### config.mk
export PLATFORM = sky130hd
export DESIGN_NAME = memory_port
export DESIGN_NICKNAME = d
export VERILOG_FILES = /design/src/rtl/memory_port.sv
export SDC_FILE = /design/constraint.sdc
export NUM_CORES = 1
export LEC_CHECK = 0
export CORE_MARGIN = 5
export CORE_UTILIZATION = 54
export CTS_CLUSTER_DIAMETER = 100
export CTS_CLUSTER_SIZE = 14
export DETAILED_ROUTE_END_ITERATION = 16
export GPL_TIMING_DRIVEN = 1
export PLACE_DENSITY = 0.86
export SLEW_MARGIN = 25
export SYNTH_ARGS = -nofsm -noshare
export SYNTH_HDL_FRONTEND = slang
export SYNTH_SLANG_ARGS = --single-unit
### constraint.sdc
create_clock -name clock -period 4.38 [get_ports clock]
set_clock_uncertainty 0.1 [all_clocks]
set_input_delay 0.438 -clock clock [delete_from_list [all_inputs] [get_ports clock]]
set_output_delay 0.438 -clock clock [all_outputs]
set_load 0.005 [all_outputs]
### src/rtl/memory_port.sv
// CPU-side memory access stage: turns byte/half/word/dword requests into
// word-wide accesses on a big-endian byte-lane memory (bit 0 = MSB).
module memory_port #(
   parameter bit ALIGN_CHECK = 1'b1,
   localparam int unsigned AW  = 17,
   localparam int unsigned BW  = 19,
   localparam int unsigned DW  = 32,
   localparam int unsigned RW  = 64,
   localparam int unsigned LW  = 4
) (
   input  logic          clock,
   input  logic          reset,
   input  logic          req_valid,
   output logic          req_ready,
   input  logic          req_write,
   input  logic [0:1]    req_size,
   input  logic [0:BW-1] req_addr,
   input  logic [0:RW-1] req_wdata,
   output logic          rsp_valid,
   output logic          rsp_error,
   output logic [0:RW-1] rsp_rdata,
   output logic [0:AW-1] mem_address,
   output logic [0:LW-1] mem_write_en,
   output logic [0:DW-1] mem_data_out,
   input  logic [0:DW-1] mem_data_in
);

   localparam logic [0:1] SZ_BYTE  = 2'd0;
   localparam logic [0:1] SZ_HALF  = 2'd1;
   localparam logic [0:1] SZ_WORD  = 2'd2;
   localparam logic [0:1] SZ_DWORD = 2'd3;

   typedef enum logic [1:0] {IDLE, ACC0, ACC1, RESP} state_t;

   state_t        state, state_nxt;
   logic          write_q, write_nxt;
   logic [0:1]    size_q, size_nxt;
   logic [0:BW-1] addr_q, addr_nxt;
   logic [0:DW-1] wdata_q, wdata_nxt;
   logic          ready_nxt, valid_nxt, error_nxt;
   logic [0:RW-1] rdata_nxt;
   logic [0:AW-1] maddr_nxt;
   logic [0:LW-1] wen_nxt;
   logic [0:DW-1] mdata_nxt;

   logic          misaligned;
   logic [0:BW-1] addr_m;
   logic [0:LW-1] wen_req;
   logic [0:DW-1] wdat_req;
   logic [0:7]    lane_byte;
   logic [0:15]   lane_half;
   logic [0:RW-1] rd_ext;

   // Alignment check and low-bit masking of the incoming address
   always_comb begin
      addr_m     = req_addr;
      misaligned = 1'b0;
      case (req_size)
         SZ_HALF: begin
            misaligned = req_addr[18];
            addr_m[18] = 1'b0;
         end
         SZ_WORD: begin
            misaligned    = |req_addr[17:18];
            addr_m[17:18] = 2'b00;
         end
         SZ_DWORD: begin
            misaligned    = |req_addr[16:18];
            addr_m[16:18] = 3'b000;
         end
         default: ;
      endcase
   end

   // First-access lane enables and replicated write data from the request
   always_comb begin
      wen_req  = '0;
      wdat_req = '0;
      case (req_size)
         SZ_BYTE: begin
            wdat_req = {4{req_wdata[56:63]}};
            case (addr_m[17:18])
               2'd0:    wen_req = 4'b1000;
               2'd1:    wen_req = 4'b0100;
               2'd2:    wen_req = 4'b0010;
               default: wen_req = 4'b0001;
            endcase
         end
         SZ_HALF: begin
            wdat_req = {2{req_wdata[48:63]}};
            wen_req  = addr_m[17] ? 4'b0011 : 4'b1100;
         end
         SZ_WORD: begin
            wdat_req = req_wdata[32:63];
            wen_req  = '1;
         end
         default: begin
            wdat_req = req_wdata[0:31];
            wen_req  = '1;
         end
      endcase
   end

   // Right-justify the first memory word according to the latched size/lane
   always_comb begin
      lane_byte = '0;
      lane_half = addr_q[17] ? mem_data_in[16:31] : mem_data_in[0:15];
      rd_ext    = rsp_rdata;
      case (addr_q[17:18])
         2'd0:    lane_byte = mem_data_in[0:7];
         2'd1:    lane_byte = mem_data_in[8:15];
         2'd2:    lane_byte = mem_data_in[16:23];
         default: lane_byte = mem_data_in[24:31];
      endcase
      case (size_q)
         SZ_BYTE:  rd_ext = {56'd0, lane_byte};
         SZ_HALF:  rd_ext = {{48{lane_half[0]}}, lane_half};
         SZ_WORD:  rd_ext = {32'd0, mem_data_in};
         default:  rd_ext[0:31] = mem_data_in;
      endcase
   end

   // Next state and next registered outputs
   always_comb begin
      state_nxt = state;
      write_nxt = write_q;
      size_nxt  = size_q;
      addr_nxt  = addr_q;
      wdata_nxt = wdata_q;
      valid_nxt = 1'b0;
      error_nxt = rsp_error;
      rdata_nxt = rsp_rdata;
      maddr_nxt = mem_address;
      wen_nxt   = '0;
      mdata_nxt = mem_data_out;
      case (state)
         IDLE: begin
            if (req_valid && req_ready) begin
               write_nxt = req_write;
               size_nxt  = req_size;
               addr_nxt  = addr_m;
               wdata_nxt = req_wdata[32:63];
               if (ALIGN_CHECK && misaligned) begin
                  state_nxt = RESP;
                  valid_nxt = 1'b1;
                  error_nxt = 1'b1;
                  rdata_nxt = '0;
               end else begin
                  state_nxt = ACC0;
                  error_nxt = 1'b0;
                  maddr_nxt = addr_m[0:16];
                  if (req_write) begin
                     wen_nxt   = wen_req;
                     mdata_nxt = wdat_req;
                  end
               end
            end
         end
         ACC0: begin
            if (!write_q) rdata_nxt = rd_ext;
            if (size_q == SZ_DWORD) begin
               state_nxt = ACC1;
               maddr_nxt = addr_q[0:16] + AW'(1);
               if (write_q) begin
                  wen_nxt   = '1;
                  mdata_nxt = wdata_q;
               end
            end else begin
               state_nxt = RESP;
               valid_nxt = 1'b1;
            end
         end
         ACC1: begin
            if (!write_q) rdata_nxt[32:63] = mem_data_in;
            state_nxt = RESP;
            valid_nxt = 1'b1;
         end
         RESP:    state_nxt = IDLE;
         default: state_nxt = IDLE;
      endcase
      ready_nxt = (state_nxt == IDLE);
   end

   // State, latched request and output registers
   always_ff @(posedge clock or negedge reset) begin
      if (!reset) begin
         state        <= IDLE;
         write_q      <= 1'b0;
         size_q       <= '0;
         addr_q       <= '0;
         wdata_q      <= '0;
         req_ready    <= 1'b1;
         rsp_valid    <= 1'b0;
         rsp_error    <= 1'b0;
         rsp_rdata    <= '0;
         mem_address  <= '0;
         mem_write_en <= '0;
         mem_data_out <= '0;
      end else begin
         state        <= state_nxt;
         write_q      <= write_nxt;
         size_q       <= size_nxt;
         addr_q       <= addr_nxt;
         wdata_q      <= wdata_nxt;
         req_ready    <= ready_nxt;
         rsp_valid    <= valid_nxt;
         rsp_error    <= error_nxt;
         rsp_rdata    <= rdata_nxt;
         mem_address  <= maddr_nxt;
         mem_write_en <= wen_nxt;
         mem_data_out <= mdata_nxt;
      end
   end

endmodule

==> flow_summary.toml, run 1 <==
[setup_path]
critical_path_class = "register to register"
cp_slowest_cell = "buf_4"
cpMostUsedCell = "buf_4"
worst-path-max-fanout = 49
worstRegToRegCells = 8
cp-start-kind = "register"
ff2ff_setup_slack_ns = 1.32
worstPathCellList = "inv_1 > ha_2 > buf_4 > a21boi_0 > nor2_1 > a41o_1 > buf_4 > mux2_2"
critPathTopFamily = "buffers and inverters"
critical_path_buf_inv_count = 3
r2r_end = "mem_data_out[26]"
max_stage_delay_ns = 0.52
crit_arrival_ns = 3.27
r2r_start = "state[1]"
required_ns = 4.59
worstSetupEndpointType = "register"

[route]
drc = 0
finalWirelength_mm = 27.5
post_drt_wl_per_cell_um = 20.7
drtIter0Drc = 778
ant_nets = 0
vias = 7909
dr.pass1.iters = 5
routed_via_density = 5.96

[synth]
synth_cells = 880
synthesis.area_sq_mm = 0.00949
ys_seq_elements = 176
avgSynthCellArea_sq_um = 10.8
async_flop_share_pct = 100
seq_area_frac_synth_pct = 46.4
ys.flop_type = "dfrtp_1"
synth-edff-count = 0
synth.distinct_cells = 58
ys_warn_count = 0
synth_nets = 1012

[cts]
post-cts-setup-buffers = 0
clock-sinks = 176
cts_tree = "built"
post_cts_resized = 0
htreeDepth = 4
clk_latency_ns = 0.43
ctsHoldBuffers = 0
clk_pin_slew_ns = 0.06
clock_path_buffers = 2
cts_buffers = 17
cts.root.buffer_cell = "clkbuf_16"

[power_and_ir_drop]
peakVddDrop_mv = 0.390
p_leak_nw = 5.40
power.density_mw_per_mm2 = 696

[timing]
maxSlewHeadroom_pct = 32.4
worstMarginPinSlew_ns = 1.01
rsz0062_at_grt = "false"
max_freq_ghz = 0.327
period_needed_ns = 3.06
finalSetupViolations = 0
tns_ns = 0
hold_violations = 0
final_max_slew_viol_count = 0
finalCritPeriodShare_pct = 69.9

[global_routing]
gr-total-overflow = 0
antenna_found_initial = 0
grt_usage_pct = 27.1
grt_first_pass_wirelength_mm = 43.6
grt_max_degree = 108
grt_pass1_vias = 8084

[cells_and_area]
antennaDiodeCount = 0
final_cell_mix = "clkdlybuf4s50_1, dfrtp_1, mux2_2"
drive_gt1_share_pct = 17.3
final_area_sq_mm = 0.0126
area_growth_pct = 32.5
final_common_cell = "clkdlybuf4s50_1"
fin_nets = 1222

[placed_design]
place_area_sq_mm = 0.0120
numPortBuffers = 240
place.gp.congestion = 0.880
hpwlAfterDp_mm = 19.4

[hold_path]
min_path_type = "primary input to asynchronous set/reset pin"

[die]
dieWidth_um = 143
die-area_sq_mm = 0.0203
die_y_um = 143
ioPinCount = 241
core_area_sq_mm = 0.0173
initial_utilization_pct = 54.9
rows = 48

[run]
drv_cap = 0

[outcome]
outcome = "complete, no violations"
[synth_stat cells (3+ instances only)]
cell	count	area, sq um
a211o_1	10	87.6
a211oi_1	9	67.6
a21boi_0	8	60.1
a21oi_1	32	160
a22oi_1	4	30.0
a31oi_1	13	81.3
a32oi_1	8	70.1
and2_1	9	56.3
and3_1	4	25.0
buf_1	4	15.0
buf_2	19	95.1
buf_4	5	37.5
buf_6	3	33.8
clkbuf_1	28	105
dfrtp_1	175	4380
ha_1	11	138
inv_1	42	158
mux2_1	22	248
mux2_2	125	1410
mux2i_1	32	320
mux4_2	8	180
nand2_1	79	297
nand2b_1	10	62.6
nand3_1	6	30.0
nand4_1	8	50.1
nor2_1	32	120
nor2b_1	33	206
nor3_1	40	200
nor4_1	10	62.6
o211ai_1	10	75.1
o21ai_0	30	150
o22ai_1	9	56.3
o31a_1	3	26.3
o32ai_1	4	35.0
or3_1	3	18.8
xnor2_1	4	35.0
[kinds of logic (layout without fill, tap and decap cells)]
group | after synthesis | after routing | synth area share [%]
AOI/OAI and AO/OA | 161 | 161 | 11.9
xor gates and xnor gates | 6 | 6 | 0.554
adders and majority gates | 11 | 11 | 1.45
buffers and inverters | 102 | 323 | 4.72
DFF | 176 | 176 | 46.4
muxes | 187 | 187 | 22.7
and+or+nand+nor | 237 | 237 | 12.2
[routing by layer]
| layer | part of all wire, % | GRT usage [%] | vias to the layer above |
|---|---|---|---|
| li1 | - | - | 3576 |
| met1 | 40 | 35.4 | 3886 |
| met2 | 49 | 44.8 | 381 |
| met3 | 8.2 | 6.08 | 66 |
| met4 | 2.8 | 8.95 | 0 |
| met5 | 0 | 0 | - |
[through the flow]
| step | setup slack [ns] | hold slack [ns] | cells | power, mW | utilization (%) |
|---|---|---|---|---|---|
| 3_3_place_gp | 1.44 | 0.361 | 1296 | 7.04 | 69.3 |
| 6_report | 1.32 | 0.00696 | 1326 | 8.75 | 72.7 |
| 5_1_grt | 1.11 | 0.0883 | 1326 | 9.27 | 72.7 |
| 4_1_cts | 1.28 | 0.0839 | 1326 | 8.74 | 72.7 |
| 2_1_floorplan | 2.18 | 0.0424 | 880 | 5.39 | - |
| 3_5_place_dp | 1.35 | 0.376 | 1296 | 7.19 | 69.3 |
[final cells by class]
cell class                 instances  area [sq um]
clock buffer                      19           433
clock inverter                    11           143
fill                            1245          4720
inverter                          43           161
multi-input combinational        602          4670
sequential                       176          4410
tap                              225           282
timing repair buffer             250          2480
[registers in the layout, summed over array words and instances, names as in the netlist]
register and cells:
rsp_rdata 64, mem_data_out 32, wdata_q 32, addr_q 19, mem_address 17, mem_write_en 4
size_q 2, state 2, req_ready 1, rsp_error 1, rsp_valid 1, write_q 1
[where the power goes]
group | internal (mW) | total [mW] | switching [mW]
logic | 2.27 | 4.31 | 2.04
registers | 2.39 | 2.92 | 0.534
clock network | 0.888 | 1.52 | 0.630
[worst max path at each step]
stage / start / end / cells after the start
after floorplan: state[0] / mem_address[10] / 8
after global placement: req_addr[17] / mem_address[15] / 5
after detailed placement: state[0] / mem_address[13] / 6
after CTS: state[0] / mem_address[16] / 6
after global routing: state[1] / mem_data_out[26] / 8
final: state[1] / mem_data_out[26] / 8
Power figures use the tool's default switching activity.
==> inputs of run 2 (changes only) <==
Settings changed: CORE_UTILIZATION 54 to 45, PLACE_DENSITY 0.86 to 0.76.
Clock period 4.38 ns to 2.5 ns, I/O delays scaled along.
==> flow_summary.toml, run 2 (synthesized netlist as in run 1, its figures left out) <==
[outcome]
outcome = "complete, no violations"

[route]
post_drt_wl_per_cell_um = 19.5
drtIter0Drc = 467
dr.pass1.iters = 4
routed_via_density = 5.50
vias = 7726
finalWirelength_mm = 27.4
drc = 0
ant_nets = 0

[die]
initial_utilization_pct = 45.4
die_y_um = 155
rows = 53
dieWidth_um = 155
die-area_sq_mm = 0.0241
core_area_sq_mm = 0.0209
ioPinCount = 241

[power_and_ir_drop]
clock_power_share_pct = 17.2
power.density_mw_per_mm2 = 1200
peakVddDrop_mv = 0.531
p_leak_nw = 5.56
p_sw_mw = 5.71
p_comb_share_pct = 50.2
seq_power_share_pct = 32.6
p_sw_share_pct = 36.7
p_int_mw = 9.85

[global_routing]
grt_pass1_vias = 7943
antenna_found_initial = 1
gr-total-overflow = 0
grt_max_degree = 75
grt_usage_pct = 22.7
grt_first_pass_wirelength_mm = 43.5

[cells_and_area]
fin_nets = 1249
fillers = 1745
final_cell_mix = "clkdlybuf4s50_1, dfrtp_1, mux2_2"
top_regs = "rsp_rdata (64), mem_data_out (32), wdata_q (32)"
antennaDiodeCount = 0
largest_reg_flops = 64
fin_util_pct = 61.9
regMostFlops = "rsp_rdata"
final_common_cell = "clkdlybuf4s50_1"
drive_gt1_share_pct = 19.4
area_growth_pct = 36.2

[cts]
cts.root.buffer_cell = "clkbuf_16"
clock_path_buffers = 2
htreeDepth = 4
clk_latency_ns = 0.42
clk_pin_slew_ns = 0.07
cts_tree = "built"
clock-sinks = 176
cts_buffers = 17
post_cts_resized = 0

[timing]
finalWorstSetupSlack_ns = 0.158
period_needed_ns = 2.34
maxSlewHeadroom_pct = 59.0
tns_ns = 0
worstMarginPinSlew_ns = 0.613
rsz0062_at_grt = "false"
finalCritPeriodShare_pct = 93.7
max_freq_ghz = 0.427
final_max_slew_viol_count = 0
finalSetupViolations = 0
holdWs_ns = 0.0957
hold_violations = 0

[hold_path]
hp-start = "req_size[0]"
min_path_cells = 2
min_path_type = "primary input to register"
timing.hold.worst_endpoint = "addr_q[18]"

[setup_path]
critical_path_class = "register to register"
worst-path-max-fanout = 32
worstRegToRegCells = 7
crit_arrival_ns = 2.54
ff2ff_setup_slack_ns = 0.16
worstSetupEndpointType = "register"
required_ns = 2.70
r2r_start = "state[0]"
r2r_end = "rsp_rdata[20]"
cp-start-kind = "register"

[placed_design]
place.gp.congestion = 0.904
pre_cts_ws_ns = 0.0660
hpwlAfterDp_mm = 20.2
numPortBuffers = 240

[run]
drv_cap = 0
## run 2: worst max-delay path, stage by stage, from the launching register on
cell     delay, ns
dfrtp_1       0.42
inv_1         0.12
ha_1          0.35
nor2_1        0.14
a211o_1       0.32
o32ai_4       0.13
buf_12        0.24
mux2_2        0.36
## run 2: per-stage QoR
stage / cells / total power [mW] / area, sq um
after global placement: 1370 / 12.7 / 12300
after detailed placement: 1370 / 13.0 / 12300
after floorplan: 880 / 9.45 / 9490
after global routing: 1405 / 16.6 / 12900
final: 1405 / 15.6 / 12900
after CTS: 1403 / 15.7 / 12900
## run 2: worst max path at each step
stage                      start              end  cells past startpoint
floorplan               state[0]  mem_address[10]                      8
global placement    req_addr[18]    rsp_rdata[48]                      6
detailed placement  req_addr[18]    rsp_rdata[48]                      6
CTS                     state[0]   mem_address[2]                      6
global route            state[0]     rsp_rdata[0]                      7
finish                  state[0]    rsp_rdata[20]                      7
## run 2: cell type report
cell class	instances	area [sq um]	share of cell area (%)
clock buffers	18	429	3.32
clock inverters	14	145	1.12
inverters	43	161	1.25
multi-input cells	602	4660	36.1
flip-flops and latches	176	4410	34.1
well taps	275	344	2.66
repair buffers	277	2770	21.5
## run 2: repair_timing
item / CTS / global route
hold buffers: 1 / 0
buffers inserted: 0 / 2
setup endpoints to repair: 0 / 1
hold endpoints to repair: 50 / 0
## run 2: power groups by stage
stage	registers (mW)	clock network, mW	logic (mW)
after floorplan	4.96	0	4.49
after global placement	5.07	0	7.66
after detailed placement	5.11	0	7.85
after CTS	5.08	2.72	7.87
after global routing	5.26	2.83	8.49
final	5.07	2.68	7.81
## run 2: routing by layer
metal / GRT usage (%) / part of all wire, %
met1: 30.2 / 42
met2: 36.2 / 47
met3: 6.56 / 8.2
met4: 6.63 / 2.5
met5: 0 / 0.026
==> inputs of run 3 (changes only) <==
Settings changed: MAX_ROUTING_LAYER from default to met4.
==> flow_summary.toml, run 3 (synthesized netlist as in run 1, its figures left out) <==
[outcome]
outcome = "complete, no violations"

[global_routing]
grt_first_pass_wirelength_mm = 43.3
antenna_found_initial = 1
grt_max_degree = 63
gr-total-overflow = 0
grt_usage_pct = 23.4
grt_pass1_vias = 7850

[route]
wl_met2_mm = 12.7
drtIter0Drc = 354
dr.pass1.iters = 5
wl_met3_mm = 2.21
vias = 7790
ant_nets = 0
finalWirelength_mm = 27.3
drc = 0
met1_length_mm = 11.7
post_drt_wl_per_cell_um = 19.5
highest_layer = "met4"
routed_via_density = 5.55

[cells_and_area]
drive_gt1_share_pct = 19.3
fillers = 1747
fin_nets = 1247
fin_util_pct = 62.0
final_area_sq_mm = 0.0129
final_cell_mix = "clkdlybuf4s50_1, dfrtp_1, mux2_2"
final_cells = 1404
top_regs = "rsp_rdata (64), mem_data_out (32), wdata_q (32)"
area_growth_pct = 36.4
regMostFlops = "rsp_rdata"
largest_reg_flops = 64
final_common_cell = "clkdlybuf4s50_1"

[cts]
cts.root.buffer_cell = "clkbuf_16"
clk_pin_slew_ns = 0.07
clock_path_buffers = 2
clk_latency_ns = 0.43
post_cts_resized = 0
clock-sinks = 176
post-cts-setup-buffers = 0
cts_tree = "built"
ctsHoldBuffers = 1
htreeDepth = 4
cts_buffers = 17

[setup_path]
critical_path_class = "register to register"
r2r_start = "state[0]"
cp-start-kind = "register"
crit_arrival_ns = 2.58
r2r_end = "mem_address[15]"
worstRegToRegCells = 8
worstSetupEndpointType = "register"
worst-path-max-fanout = 11
ff2ff_setup_slack_ns = 0.13
required_ns = 2.71

[power_and_ir_drop]
peakVddDrop_mv = 0.947
seq_power_share_pct = 32.4
p_int_mw = 9.90
p_sw_mw = 5.77
p_comb_share_pct = 50.0
p_sw_share_pct = 36.8
p_leak_nw = 5.57
power.density_mw_per_mm2 = 1210
clock_power_share_pct = 17.6

[placed_design]
dp.cells = 1370
hpwlAfterDp_mm = 20.4
pre_cts_ws_ns = 0.0792
numPortBuffers = 240
place_area_sq_mm = 0.0123
place.gp.congestion = 0.898

[timing]
tns_ns = 0
worstMarginPinSlew_ns = 0.643
finalCritPeriodShare_pct = 94.8
maxSlewHeadroom_pct = 57.1
period_needed_ns = 2.37
finalWorstSetupSlack_ns = 0.131
finalSetupViolations = 0
rsz0062_at_grt = "false"
hold_violations = 0
max_freq_ghz = 0.422
final_max_slew_viol_count = 0

[die]
rows = 53
ioPinCount = 241
core_area_sq_mm = 0.0209
initial_utilization_pct = 45.4
die_y_um = 155
dieWidth_um = 155
die-area_sq_mm = 0.0241

[hold_path]
hp-start = "req_size[0]"
timing.hold.worst_endpoint = "addr_q[18]"
min_path_type = "primary input to register"
min_path_cells = 2

[run]
drv_cap = 0
-- run 3: changes by cell type in the layout (fill, tap and decap cells not counted), sizes merged --
cell,before,now
clkinv,3,4
buf,39,37
diode,0,1
clkinvlp,3,2
-- run 3: layer usage --
layer / global-route usage, % / vias up
met5: - / -
met3: 6.06 / 36
met2: 36.7 / 291
met1: 30.0 / 3838
met4: 7.63 / 0
li1: - / 3625
-- run 3: how the worst max path moves through the flow --
stage | from | end | slack [ns] | cells after the start
after floorplan | state[0] | mem_address[10] | 0.30 | 8
after global placement | req_addr[18] | rsp_rdata[48] | 0.15 | 6
after detailed placement | req_addr[18] | rsp_rdata[48] | 0.08 | 6
after CTS | state[0] | mem_address[15] | 0.13 | 8
after global routing | state[0] | mem_address[6] | 0.04 | 8
final | state[0] | mem_address[15] | 0.13 | 8
-- run 3: critical path, cell delays in order, from the launching register on --
cell     delay, ns
dfrtp_1       0.41
inv_1         0.10
ha_1          0.30
buf_4         0.21
o211a_1       0.16
a211o_1       0.30
nor2_1        0.10
buf_4         0.22
mux2_2        0.36
-- run 3: power by group through the flow --
stage	clock (mW)	sequential, mW	combinational, mW
after floorplan	0	4.96	4.49
after global placement	0	5.08	7.69
after global routing	2.91	5.28	8.54
after CTS	2.80	5.09	7.90
after detailed placement	0	5.12	7.87
final	2.76	5.08	7.83
-- run 3: cell type report --
cell class / instances / area, sq um / share of cell area [%]
multi-input combinational: 602 / 4660 / 36.0
sequential: 176 / 4410 / 34.0
timing repair buffer: 275 / 2760 / 21.3
clock buffer: 18 / 439 / 3.39
tap: 275 / 344 / 2.66
clock inverter: 14 / 166 / 1.29
inverter: 43 / 161 / 1.25
antenna: 1 / 2.50 / 0.0193
-- run 3: stage by stage --
stage	hold WS (ns)	power (mW)
floorplan	-0.146	9.45
global placement	0.171	12.8
detailed placement	0.165	13.0
CTS	0.0678	15.8
global route	0.101	16.7
finish	0.102	15.7
